$ cat src/rtl/disp_rdma_ctrl_if.sv
// AXI4 read-address / read-data signal bundle between the display reader
// and the HP read port. RDATA is not routed here; the FIFO takes it
// directly from the port.
//   araddr  burst start address
//   arlen   beats per burst minus one
//   arvalid / arready  address handshake
//   rvalid / rready    data handshake
//   rlast   last beat of a burst
//   rresp   read response, nonzero = error
// master: the controller side. slave: the memory/port side.
interface disp_rdma_ctrl_if;
  logic [31:0] araddr;
  logic [7:0]  arlen;
  logic        arvalid;
  logic        arready;
  logic        rvalid;
  logic        rlast;
  logic [1:0]  rresp;
  logic        rready;

  modport master (
    output araddr, arlen, arvalid, rready,
    input  arready, rvalid, rlast, rresp
  );

  modport slave (
    input  araddr, arlen, arvalid, rready,
    output arready, rvalid, rlast, rresp
  );
endinterface

$ cat src/rtl/disp_rdma_ctrl.sv
// Display read-DMA controller: streams one frame from VRAM into the display
// FIFO as a sequence of fixed-length AXI read bursts. Each burst is issued
// only when the FIFO has room for it plus every burst already in flight.
//
// Ports
//   aclk       clock, rising edge
//   arst       synchronous reset, active-high
//   axi        AXI read address/data bundle (master side)
//   axistart   frame start strobe, asynchronous to aclk
//   dispon     display enable level; dropping it aborts the frame
//   dispaddr   frame base address, captured on start
//   fifofree   free FIFO entries, in beats
//   busy       frame transfer in progress
//   framedone  one-cycle pulse when a complete frame has drained
//   rerr       sticky: an error response was seen since the last start
//
// state | meaning
// HALT  | idle, waiting for a synchronised start edge
// CHECK | decide: finish/abort, or issue the next burst once space allows
// ISSUE | ARVALID up, address held until accepted
// DRAIN | no more issue; wait for all outstanding bursts to return
module disp_rdma_ctrl #(
  parameter int H_RES       = 640,
  parameter int V_RES       = 480,
  parameter int BPP_BYTES   = 4,
  parameter int DATA_BYTES  = 8,
  parameter int BURST_BEATS = 16,
  parameter int MAX_OUTST   = 2,
  parameter int FREE_W      = 10
) (
  input  logic               aclk,
  input  logic               arst,
  disp_rdma_ctrl_if.master   axi,
  input  logic               axistart,
  input  logic               dispon,
  input  logic [29:0]        dispaddr,
  input  logic [FREE_W-1:0]  fifofree,
  output logic               busy,
  output logic               framedone,
  output logic               rerr
);

  localparam int BURST_BYTES = BURST_BEATS * DATA_BYTES;
  localparam int FRAME_BYTES = H_RES * V_RES * BPP_BYTES;

  localparam logic [29:0] BURST_OFS = 30'(BURST_BYTES);
  localparam logic [29:0] FRAME_OFS = 30'(FRAME_BYTES);
  localparam logic [3:0]  OUTST_MAX = 4'(MAX_OUTST);

  typedef enum logic [1:0] {
    HALT,
    CHECK,
    ISSUE,
    DRAIN
  } state_t;

  state_t      state;
  logic [2:0]  sync_q;
  logic [29:0] base;
  logic [29:0] offset;
  logic [3:0]  outst;

  logic        start;
  logic        ar_fire;
  logic        r_done;
  logic [31:0] space_need;
  logic        space_ok;

  // sync_q[1] is the newest synchronised sample, sync_q[2] the one before it
  assign start   = dispon & (sync_q[2:1] == 2'b01);
  assign ar_fire = axi.arvalid & axi.arready;
  // rready mirrors rvalid, so every valid beat is a completed transfer
  assign r_done  = axi.rvalid & axi.rlast;

  assign axi.arlen  = 8'(BURST_BEATS - 1);
  assign axi.rready = axi.rvalid;

  // Room must exist for this burst and all bursts still in flight.
  always_comb begin
    space_need = 32'(BURST_BEATS) * (32'(outst) + 32'd1);
    space_ok   = (outst < OUTST_MAX) && (32'(fifofree) >= space_need);
  end

  always_ff @(posedge aclk) begin
    if (arst) begin
      state       <= HALT;
      sync_q      <= 3'b000;
      base        <= '0;
      offset      <= '0;
      outst       <= '0;
      axi.arvalid <= 1'b0;
      axi.araddr  <= '0;
      busy        <= 1'b0;
      framedone   <= 1'b0;
      rerr        <= 1'b0;
    end else begin
      sync_q    <= {sync_q[1:0], axistart};
      framedone <= 1'b0;

      // A late RLAST with nothing tracked (e.g. after a reset abort) is ignored.
      case ({ar_fire, r_done && (outst != 4'd0)})
        2'b10:   outst <= outst + 4'd1;
        2'b01:   outst <= outst - 4'd1;
        default: outst <= outst;
      endcase

      case (state)
        HALT: begin
          if (start) begin
            base   <= dispaddr;
            offset <= '0;
            rerr   <= 1'b0;
            busy   <= 1'b1;
            state  <= CHECK;
          end
        end

        CHECK: begin
          if (!dispon || (offset == FRAME_OFS)) begin
            state <= DRAIN;
          end else if (space_ok) begin
            axi.arvalid <= 1'b1;
            axi.araddr  <= {2'b00, base + offset};
            state       <= ISSUE;
          end
        end

        // Once raised, ARVALID must stay up until accepted even if dispon drops.
        ISSUE: begin
          if (ar_fire) begin
            axi.arvalid <= 1'b0;
            offset      <= offset + BURST_OFS;
            state       <= CHECK;
          end
        end

        DRAIN: begin
          if (outst == 4'd0) begin
            busy      <= 1'b0;
            framedone <= (offset == FRAME_OFS);
            state     <= HALT;
          end
        end

        default: state <= HALT;
      endcase

      if (axi.rvalid && (axi.rresp != 2'b00)) begin
        rerr <= 1'b1;
      end
    end
  end

endmodule

$ cat src/flat_wrapper.sv
// flat-port wrapper written by rule: the top's interface ports become plain ports
module disp_rdma_ctrl_flat 
#(
  parameter int H_RES       = 640,
  parameter int V_RES       = 480,
  parameter int BPP_BYTES   = 4,
  parameter int DATA_BYTES  = 8,
  parameter int BURST_BEATS = 16,
  parameter int MAX_OUTST   = 2,
  parameter int FREE_W      = 10
)
  (aclk, arst, axistart, dispon, dispaddr, fifofree, busy, framedone, rerr, axi_araddr, axi_arlen, axi_arvalid, axi_rready, axi_arready, axi_rvalid, axi_rlast, axi_rresp);
  disp_rdma_ctrl_if axi_i ();
  input  logic aclk;
  input  logic arst;
  input  logic axistart;
  input  logic dispon;
  input  logic [29:0] dispaddr;
  input  logic [FREE_W-1:0] fifofree;
  output logic busy;
  output logic framedone;
  output logic rerr;
  output wire logic [$bits(axi_i.araddr)-1:0] axi_araddr;
  output wire logic [$bits(axi_i.arlen)-1:0] axi_arlen;
  output wire logic [$bits(axi_i.arvalid)-1:0] axi_arvalid;
  output wire logic [$bits(axi_i.rready)-1:0] axi_rready;
  input wire logic [$bits(axi_i.arready)-1:0] axi_arready;
  input wire logic [$bits(axi_i.rvalid)-1:0] axi_rvalid;
  input wire logic [$bits(axi_i.rlast)-1:0] axi_rlast;
  input wire logic [$bits(axi_i.rresp)-1:0] axi_rresp;
  assign axi_araddr = axi_i.araddr;
  assign axi_arlen = axi_i.arlen;
  assign axi_arvalid = axi_i.arvalid;
  assign axi_rready = axi_i.rready;
  assign axi_i.arready = axi_arready;
  assign axi_i.rvalid = axi_rvalid;
  assign axi_i.rlast = axi_rlast;
  assign axi_i.rresp = axi_rresp;
  disp_rdma_ctrl #(.H_RES(H_RES), .V_RES(V_RES), .BPP_BYTES(BPP_BYTES), .DATA_BYTES(DATA_BYTES), .BURST_BEATS(BURST_BEATS), .MAX_OUTST(MAX_OUTST), .FREE_W(FREE_W)) u_core (.aclk(aclk), .arst(arst), .axi(axi_i), .axistart(axistart), .dispon(dispon), .dispaddr(dispaddr), .fifofree(fifofree), .busy(busy), .framedone(framedone), .rerr(rerr));
endmodule
$ cat config.mk
export PLATFORM = sky130hd
export DESIGN_NAME = disp_rdma_ctrl_flat
export DESIGN_NICKNAME = d
export VERILOG_FILES = /design/src/rtl/disp_rdma_ctrl_if.sv /design/src/rtl/disp_rdma_ctrl.sv /design/src/flat_wrapper.sv
export SDC_FILE = /design/constraint.sdc
export NUM_CORES = 1
export LEC_CHECK = 0
export BUFFER_PORTS_ARGS = -buffer_cell sky130_fd_sc_hd__buf_2
export CORE_MARGIN = 2
export CORE_UTILIZATION = 34
export CTS_CLUSTER_SIZE = 12
export DETAILED_ROUTE_END_ITERATION = 7
export GPL_TIMING_DRIVEN = 0
export PLACE_DENSITY = 0.5
export REMOVE_ABC_BUFFERS = 1
export SETUP_SLACK_MARGIN = 0.2
export SKIP_CTS_REPAIR_TIMING = 1
export SLEW_MARGIN = 20
export SYNTH_ARGS = -nofsm -noshare
export SYNTH_HDL_FRONTEND = slang
export SYNTH_SLANG_ARGS = --single-unit
$ cat constraint.sdc
create_clock -name aclk -period 3.1 [get_ports aclk]
set_input_delay 0.31 -clock aclk [delete_from_list [all_inputs] [get_ports aclk]]
set_output_delay 0.31 -clock aclk [all_outputs]
set_load 0.01 [all_outputs]
==> out/results.tsv, run 1 <==
metric	value	unit
Finish-stage setup viols	0	
Crit path depth	13	
WL per Instance	14.73	um
clk slew on worst S/H paths	0.07	ns
Synth cell types	70	
nets@finish	813	
max cap viols	0	
Via Count	4725	
worst min path class	input port to flop	
syn_area_per_cell	8.140	um^2
Clk pwr share	42.4	%
CTS max path bufs	2	
vias in the first global route	4356	
synthesized area	5315	um^2
Synth warnings	0	
WS Path Type	flop to flop	
# fillers	1611	
GRT Residual Overflow	0	
CP bufs+invs	4	
clk_lat worst skew	0.36	ns
Synth async-reset ratio	0	%
Slew headroom	47.89	%
Pwr Density	394.1	nW/um^2
largest net degree at the start of global routing	48	
register bit total from synthesis	96	
static leakage	0.002472	uW
Antenna Nets Post-Route	0	
cell family with most CP delay	compound AO/OA/AOI/OAI gates	
status	complete, no violations	
worst r2r src	u_core.outst[1]	
R2R cell count	13	
Inserted Diodes	0	
f_max	0.3644	GHz
CTS tree	done	
top sig layer	met4	
CP arrival	2.99	ns
DP Wirelength	9.525	mm
Seq/Total Area, Yosys	36.16	%
first-pass GRT wire length	21.48	mm
Port-buffer cells	83	
Via density	5.005	
slowest CP cell	dfxtp_2	
Critical path origin	u_core.outst[1]	
core footprint	15260	um^2
Synth area leaders	dfxtp_1 (36%), nand2_1 (8.3%), ha_1 (8.0%)	
Placed Area	5898	um^2
Storage cell area	1924	um^2
die height	129.0	um
initial antenna violation count	0	
Final Wtd Congestion	0.8278	
sequential power share	50.9	%
Post-synth EDFFs	0	
routed wl met3	577	um
H-tree Lvls	3	
Final Critical Period	2.744	ns
CP max stage delay	0.37	ns
RSZ-0062 raised after global routing	no	
net switching power	616.3	uW
Peak VDD IR	0.2819	mV
Initial Util	34.83	%
crit start category	flop	
Setup TNS	0	ns
Critical Path RT	3.34	ns
area share of the largest cell type after synthesis	36.16	%
worst-path cell chain	inv_1, ha_1, inv_1, ha_1, nor2b_1, a311o_2, nand2_4, a2111oi_4, buf_4, buf_4, nand4b_1, a21oi_1, a311o_1	
ys flop type	dfxtp_1	
CP max FO	13	
Synth Instances	653	
Initial DRC Count	296	
residual DRC count	0	
Max Slew Vio Count	0	
critical path endpoint	u_core.axi.araddr[16]	
Comb pwr share	6.7	%
Final Cell Area	6276	um^2
total die area	16650	um^2
GRT Util Overall	16.23	%
CP Capture Type	flop	
total CTS buffers	9	
Layout area overhead	18.08	%
WL met2	6.201	mm
utilization after layout	41.13	%
clock skew	0.01193	ns
Final Hold Vio Count	0	
Root Buffer	clkbuf_16	
Pint	1857	uW
IO Pins	94	
switching power share of the total	24.92	%
TritonRoute pass-1 iters	5	
reg2reg setup slack	0.36	ns
Worst R2R End	u_core.axi.araddr[16]	
Routed met1 length	6.902	mm
DRT Wirelength	13.91	mm
area leader, netlist	dfxtp_1	
CTS sink cnt	96	
actual slew at the worst max-slew pin	0.7789	ns
Final Cycle Share	88.52	%
standard-cell rows	45	
multi-input logic area	3229	um^2
die width	129.0	um
share of cells above drive strength 1	18.96	%
-- cells in the final DEF (no fill, tap or decap), types with 9 or more instances in the layout --
cell         n
xnor2_1     20
conb_1      11
nor2_1      57
buf_4        9
o21ai_0     17
nor2b_1      9
buf_2       82
nor3_1      10
nand3_1     21
inv_1       17
nand4_1     11
xor2_1      20
nand2_1    116
ha_1        34
dfxtp_1     94
a21oi_1     73
clkbuf_16    9
-- stage by stage --
stage,hold WS [ns],instances,worst slack (ns),power [uW]
after global placement,0.4186,917,-0.6848,1432
after global routing,0.1728,944,0.2143,2581
after floorplan,0.3746,623,0.1944,1359
after CTS,0.1370,936,-0.003165,2501
after detailed placement,0.4313,921,0.03345,1441
final,0.1514,944,0.3558,2473
-- how the worst min path moves through the flow --
stage | startpoint | to | cells after the start
floorplan | arst | u_core.axi.araddr[29] | 1
global placement | u_core.sync_q[0] | u_core.sync_q[1] | 1
detailed placement | u_core.sync_q[0] | u_core.sync_q[1] | 1
CTS | axistart | u_core.sync_q[0] | 2
global route | axistart | u_core.sync_q[0] | 2
finish | axistart | u_core.sync_q[0] | 2
-- power groups by stage --
stage	registers (uW)	clock network, uW	logic (uW)
after CTS	1260	1090	154
after floorplan	1290	0	72.3
after global placement	1290	0	145
after detailed placement	1290	0	154
final	1260	1050	165
after global routing	1260	1130	186
-- registers in the layout, indices dropped and copies added (netlist names) --
| signal | cells |
|---|---|
| u_core.axi.araddr | 30 |
| u_core.axi.arvalid | 1 |
| u_core.base | 30 |
| u_core.busy | 1 |
| u_core.framedone | 1 |
| u_core.offset | 23 |
| u_core.outst | 4 |
| u_core.rerr | 1 |
| u_core.state | 2 |
| u_core.sync_q | 3 |
-- Yosys cell counts, types with 2 or more instances --
master / n
and2_1: 3
o21a_1: 2
nand4b_1: 2
and4_1: 3
o21ai_0: 17
nor4b_1: 5
a31oi_1: 8
nand4_2: 2
a311o_1: 2
buf_2: 3
nand3b_1: 6
a211oi_1: 6
conb_1: 2
nor2b_1: 9
o211ai_1: 2
nor3_1: 10
dfxtp_1: 96
ha_1: 34
o21ai_1: 3
nand4_1: 11
o21ai_2: 3
a21oi_1: 73
xor2_1: 20
inv_1: 17
nor2_1: 58
nor4_1: 7
nand2_1: 117
mux2_1: 2
a21o_1: 7
xnor2_1: 20
nor3b_1: 2
or3_1: 6
or4_1: 2
nand3_1: 21
a211oi_2: 3
clkbuf_1: 21
buf_4: 13
a311oi_1: 2
a31o_2: 2
-- layer usage --
layer	track usage, %	vias up
met2	25.15	100
li1	-	2434
met3	4.129	15
met5	0	-
met4	4.731	0
met1	22.40	2176
-- kinds of logic (layout without fill, tap and decap cells) --
| logic type | after synthesis | after routing | share of synthesized area [%] |
|---|---|---|---|
| adder cells (fa/ha/maj) | 35 | 35 | 8.380 |
| flip-flops | 96 | 96 | 36.16 |
| AO/OA/AOI/OAI | 147 | 149 | 18.41 |
| multiplexers | 4 | 4 | 0.8239 |
| AND/OR/NAND/NOR | 273 | 273 | 24.41 |
| buffers and inverters | 56 | 125 | 5.085 |
| XOR/XNOR | 40 | 40 | 6.591 |
| other | 2 | 11 | 0.1413 |
-- worst reg2reg max path, cell delays in order, from the launching register on --
cell and delay, ns:
dfxtp_2 0.37, inv_1 0.12, ha_1 0.29, inv_1 0.04, ha_1 0.28, nor2b_1 0.13, a311o_2 0.37, nand2_4 0.13
a2111oi_4 0.08, buf_4 0.20, buf_4 0.19, nand4b_1 0.10, a21oi_1 0.04, a311o_1 0.27
-- final cells by class --
cell class / instances / area share (%)
Tap cell: 211 / 4.207
Timing Repair Buffer: 93 / 8.373
Multi-Input combinational cell: 512 / 51.46
Clock inverter: 6 / 0.6978
Inverter: 17 / 1.017
Sequential cell: 96 / 30.66
Clock buffer: 9 / 3.589
Note: power is estimated with default switching activity, not from simulation.
==> run 2, diff against run 1 <==
CELL_PAD_IN_SITES_DETAIL_PLACEMENT = 1   (was default)
CELL_PAD_IN_SITES_GLOBAL_PLACEMENT = 1   (was default)
PLACE_DENSITY = 0.65   (was 0.5)
==> run 2 against run 1 <==
Against the previous run:
- via count increased by 2.4%
- hold slack improved by 0.022 ns
- largest power group unchanged
- design area increased by 0.26%
- flip-flop and latch count unchanged
- non-clock buffer count decreased by 3
- sequential share of layout area decreased by 0.079 points
- combinational power increased by 3%
==> out/results.tsv, run 2 (synthesized netlist as in run 1, its figures left out) <==
metric	value	unit	change
Via Count	4839		+2.4%
Final Wtd Congestion	0.8247		-0.37%
DP Wirelength	10.80	mm	+13%
status	complete, no violations		
slowest CP cell	a2111o_2		
GRT Residual Overflow	0		unchanged
worst min path class	input port to flop		
CP max FO	6		-7
Root Buffer	clkbuf_16		
IO Pins	94		unchanged
DRT Wirelength	15.50	mm	+11%
f_max	0.3640	GHz	-0.12%
CP arrival	3.03	ns	+0.04 ns
most frequent cells in the layout	nand2_1 (116), dfxtp_1 (94), buf_2 (82)		
Final WS setup	0.3526	ns	-0.003257 ns
most common cell after layout, fill and taps aside	nand2_1		
static leakage	0.002472	uW	about the same
Placed Area	5898	um^2	unchanged
WHS	0.1737	ns	+0.02232 ns
share of cells above drive strength 1	18.90	%	-0.059 points
Initial Util	34.83	%	unchanged
Inserted Diodes	0		unchanged
Worst R2R End	u_core.axi.araddr[23]		
cell mode on critical path	ha_1		
standard-cell rows	45		unchanged
Slew headroom	48.23	%	+0.34 points
CTS tree	done		
worst-path cell chain	inv_2, ha_1, inv_1, ha_1, nor2b_1, a311o_2, nand2_4, a2111o_2, or4_1, nand4_1		
residual DRC count	0		unchanged
Antenna Nets Post-Route	0		unchanged
Initial DRC Count	184		-38%
dpl ws	-0.02344	ns	-0.05689 ns
Via density	5.142		+2.7%
R2R cell count	10		-3
max cap viols	0		unchanged
Max Slew Vio Count	0		unchanged
CP Capture Type	flop		
clk_lat worst skew	0.35	ns	about the same
first-pass GRT wire length	24.05	mm	+12%
reg2reg setup slack	0.35	ns	about the same
Final Cell Area	6292	um^2	+0.26%
initial antenna violation count	0		unchanged
Pwr Density	407.2	nW/um^2	+3.3%
Layout area overhead	18.39	%	
actual slew at the worst max-slew pin	0.7738	ns	-0.005091 ns
final std cells w/o fill	941		-0.32%
hold path start	axistart		
Hold EP	u_core.sync_q[0]		
die width	129.0	um	unchanged
Critical Path RT	3.39	ns	+0.05 ns
Final Critical Period	2.747	ns	+0.003257 ns
clock skew	0.008759	ns	-0.003167 ns
WS Path Type	flop to flop		
number of stages on the worst hold path	2		unchanged
worst r2r src	u_core.outst[1]		
CP max stage delay	0.60	ns	+0.23 ns
total CTS buffers	9		unchanged
Peak VDD IR	0.2838	mV	+0.65%
total die area	16650	um^2	unchanged
largest net degree at the start of global routing	48		unchanged
nets@finish	811		-0.25%
Final Cycle Share	88.63	%	+0.11 points
RSZ-0062 raised after global routing	no		
WL per Instance	16.47	um	+12%
Finish-stage setup viols	0		unchanged
crit start category	flop		
# fillers	1869		+16%
vias in the first global route	4885		+12%
TritonRoute pass-1 iters	4		-1
dpl cells	921		unchanged
CTS max path bufs	2		unchanged
GRT Util Overall	18.01	%	+1.8 points
core footprint	15260	um^2	unchanged
H-tree Lvls	3		unchanged
Largest regs	u_core.axi.araddr: 30 flops, u_core.base: 30 flops, u_core.offset: 23 flops		
CTS sink cnt	96		unchanged
die height	129.0	um	unchanged
Port-buffer cells	83		unchanged
clk slew on worst S/H paths	0.06	ns	about the same
Final Hold Vio Count	0		unchanged
## run 2: changes by cell type in the layout (fill, tap and decap cells not counted), sizes merged
| cell | previous run | this run |
|---|---|---|
| a2111o | 3 | 4 |
| buf | 93 | 90 |
| bufinv | 0 | 1 |
| clkbuf | 9 | 11 |
| clkinv | 3 | 1 |
| inv | 19 | 17 |
## run 2: stage by stage
stage                     TNS [ns]  power [uW]  utilization (%)
after floorplan                  0        1359                -
after global placement      -13.67        1433            38.16
after detailed placement  -0.02344        1445            38.66
after CTS                 -0.06088        2587            40.59
after global routing             0        2668            41.24
final                            0        2562            41.24
## run 2: worst max path at each step
stage | start | to | slack [ns]
finish | u_core.outst[1] | u_core.axi.araddr[23] | 0.35
global route | u_core.outst[0] | u_core.axi.araddr[6] | 0.21
floorplan | u_core.outst[0] | u_core.axi.araddr[27] | 0.19
detailed placement | u_core.outst[0] | u_core.axi.araddr[27] | -0.02
global placement | u_core.outst[0] | u_core.axi.araddr[28] | -0.71
CTS | u_core.outst[0] | u_core.axi.araddr[27] | -0.06
## run 2: area by class of cell
class / count / area (um^2) / area share, %
multi-input combinational: 513 / 3242 / 51.52
clock buffer: 11 / 252.7 / 4.017
inverter: 17 / 63.81 / 1.014
timing repair buffer: 90 / 503.0 / 7.994
tap: 211 / 264.0 / 4.196
clock inverter: 3 / 42.54 / 0.6761
sequential: 96 / 1924 / 30.58
## run 2: per-layer routing
layer / track usage [%] / part of all wire [%]
met5: 0 / 0
met4: 3.517 / 1.5
met3: 4.583 / 3.8
met2: 30.84 / 48
met1: 23.13 / 46
## run 2: critical path, delay by kind of cell, from the launching register on
kind | cells | cell delay [ns]
and+or+nand+nor | 4 | 0.86
AOI/OAI and AO/OA | 2 | 0.76
adders and majority gates | 2 | 0.57
DFF | 1 | 0.38
buffers and inverters | 2 | 0.12
## run 2: power by group
part	internal (uW)	switching (uW)
Clock	659	474
Sequential	1250	11.4
Combinational	64.9	105
Total	1970	590
==> run 3, diff against run 2 <==
CORE_MARGIN = default   (was 2)
RECOVER_POWER = 25   (was default)
TNS_END_PERCENT = 10   (was default)
==> run 3 against run 2 <==
Against the previous run:
- the run now ends with capacitance limit, slew limit left
- clock skew shrank 0.0036 ns
- non-clock buffer count grew 4
- sequential power is essentially flat
- clock-buffer cell count shrank 2
- die area shrank 3.1%
- global-route usage grew 0.23 points
- register-to-register slack lost 0.03 ns
- sequential share of layout area grew 0.43 points
- utilization shrank 0.37 points
- design area shrank 1.3%
- routed wire length shrank 6.2%
- critical path type unchanged
==> out/results.tsv, run 3 (synthesized netlist as in run 1, its figures left out) <==
metric	value	unit	change
most common cell after layout, fill and taps aside	nand2_1		
failing checks	capacitance limit, slew limit		
most frequent cells in the layout	nand2_1 (116), dfxtp_1 (94), a21oi_1 (73)		
CP max FO	12		+6
die height	127.0	um	-1.6%
Finish-stage setup viols	0		unchanged
dpl ws	-0.02284	ns	+0.0006013 ns
Inserted Diodes	0		unchanged
final std cells w/o fill	919		-2.3%
share of cells above drive strength 1	15.05	%	-3.9 points
CTS sink cnt	96		unchanged
standard-cell rows	45		unchanged
actual slew at the worst max-slew pin	1.702	ns	+0.9285 ns
clock skew	0.005177	ns	-0.003581 ns
WL per Instance	15.82	um	-4.0%
Pwr Density	416.2	nW/um^2	+2.2%
Placed Area	5877	um^2	-0.36%
GRT Residual Overflow	0		unchanged
status	complete, but fails checks		
Critical Path RT	3.39	ns	about the same
Setup TNS	0	ns	unchanged
dpl cells	899		-2.4%
TritonRoute pass-1 iters	4		unchanged
crit start category	flop		
Final Cycle Share	89.65	%	+1.0 points
clk_lat worst skew	0.35	ns	about the same
CP arrival	3.07	ns	+0.04 ns
DP Wirelength	10.43	mm	-3.4%
Slew headroom	-13.49	%	-62 points
core footprint	15200	um^2	-0.37%
Initial Util	34.96	%	+0.13 points
max cap viols	1		+1
die width	127.0	um	-1.6%
Final Cell Area	6213	um^2	-1.3%
f_max	0.3598	GHz	-1.1%
vias in the first global route	5013		+2.6%
CTS tree	done		
static leakage	0.002347	uW	-5.1%
initial antenna violation count	0		unchanged
Layout area overhead	16.90	%	
H-tree Lvls	3		unchanged
total CTS buffers	9		unchanged
Final WS setup	0.3208	ns	-0.03179 ns
Final Wtd Congestion	0.8650		+4.9%
Via density	5.279		+2.6%
Root Buffer	clkbuf_16		
GRT Util Overall	18.24	%	+0.23 points
Port-buffer cells	83		unchanged
Final Hold Vio Count	0		unchanged
worst min path class	input port to flop		
# fillers	1882		+0.70%
RSZ-0062 raised after global routing	yes		
residual DRC count	0		unchanged
Antenna Nets Post-Route	0		unchanged
largest net degree at the start of global routing	49		+2.1%
Via Count	4851		+0.25%
DRT Wirelength	14.54	mm	-6.2%
WS Path Type	flop to flop		
Max Slew Vio Count	39		+39
CTS max path bufs	2		unchanged
Final Critical Period	2.779	ns	+0.03179 ns
IO Pins	94		unchanged
CP Capture Type	flop		
total die area	16140	um^2	-3.1%
clk slew on worst S/H paths	0.06	ns	about the same
nets@finish	813		+0.25%
Peak VDD IR	0.2931	mV	+3.3%
first-pass GRT wire length	23.82	mm	-0.95%
Largest regs	u_core.axi.araddr: 30 flops, u_core.base: 30 flops, u_core.offset: 23 flops		
Initial DRC Count	152		-17%
run 3: per-layer routing:
metal	track usage (%)	wire, um	part of all wire (%)	up-vias
met1	23.08	6780	47	2311
met3	3.434	472	3.2	17
met4	5.182	225	1.5	0
met2	31.58	7056	49	89
li1	-	-	-	2434
met5	0	0	0	-
run 3: critical path, cell delays in order (launching register included):
cell,delay (ns)
dfxtp_4,0.37
inv_1,0.09
ha_1,0.28
inv_1,0.04
ha_1,0.28
nor2b_2,0.13
a311o_2,0.12
nand2_2,0.12
a2111o_2,0.50
buf_4,0.19
or4_1,0.48
nand4_1,0.10
run 3: path summary, 6_finish.rpt:
| path | from | end | slack (ns) | cells past startpoint |
|---|---|---|---|---|
| max reg2reg | u_core.outst[1] | u_core.axi.araddr[23] | 0.32 | 11 |
| min reg2reg | u_core.sync_q[0] | u_core.sync_q[1] | 0.45 | 1 |
| min | axistart | u_core.sync_q[0] | 0.17 | 2 |
| max | u_core.outst[1] | u_core.axi.araddr[23] | 0.32 | 11 |
run 3: final cells by class:
cell class / count / area [um^2] / area share (%)
Clock buffer: 9 / 225.2 / 3.625
Multi-Input combinational cell: 511 / 3197 / 51.45
Tap cell: 188 / 235.2 / 3.786
Inverter: 17 / 63.81 / 1.027
Sequential cell: 96 / 1927 / 31.01
Timing Repair Buffer: 94 / 493.0 / 7.934
Clock inverter: 4 / 72.57 / 1.168
run 3: per-stage QoR:
step           hold WS [ns]  util, %  power (uW)
2_1_floorplan        0.3746        -        1359
3_3_place_gp         0.4186    38.11        1432
3_5_place_dp         0.4351    38.66        1444
4_1_cts              0.1543    40.62        2615
5_1_grt              0.1903    40.87        2682
6_report             0.1666    40.87        2586
run 3: power breakdown:
part / switching [uW] / internal [uW] / leakage (uW)
Combinational: 98.0 / 62.8 / 0.00143
Clock: 474 / 692 / 0.000143
Sequential: 11.4 / 1250 / 0.000777
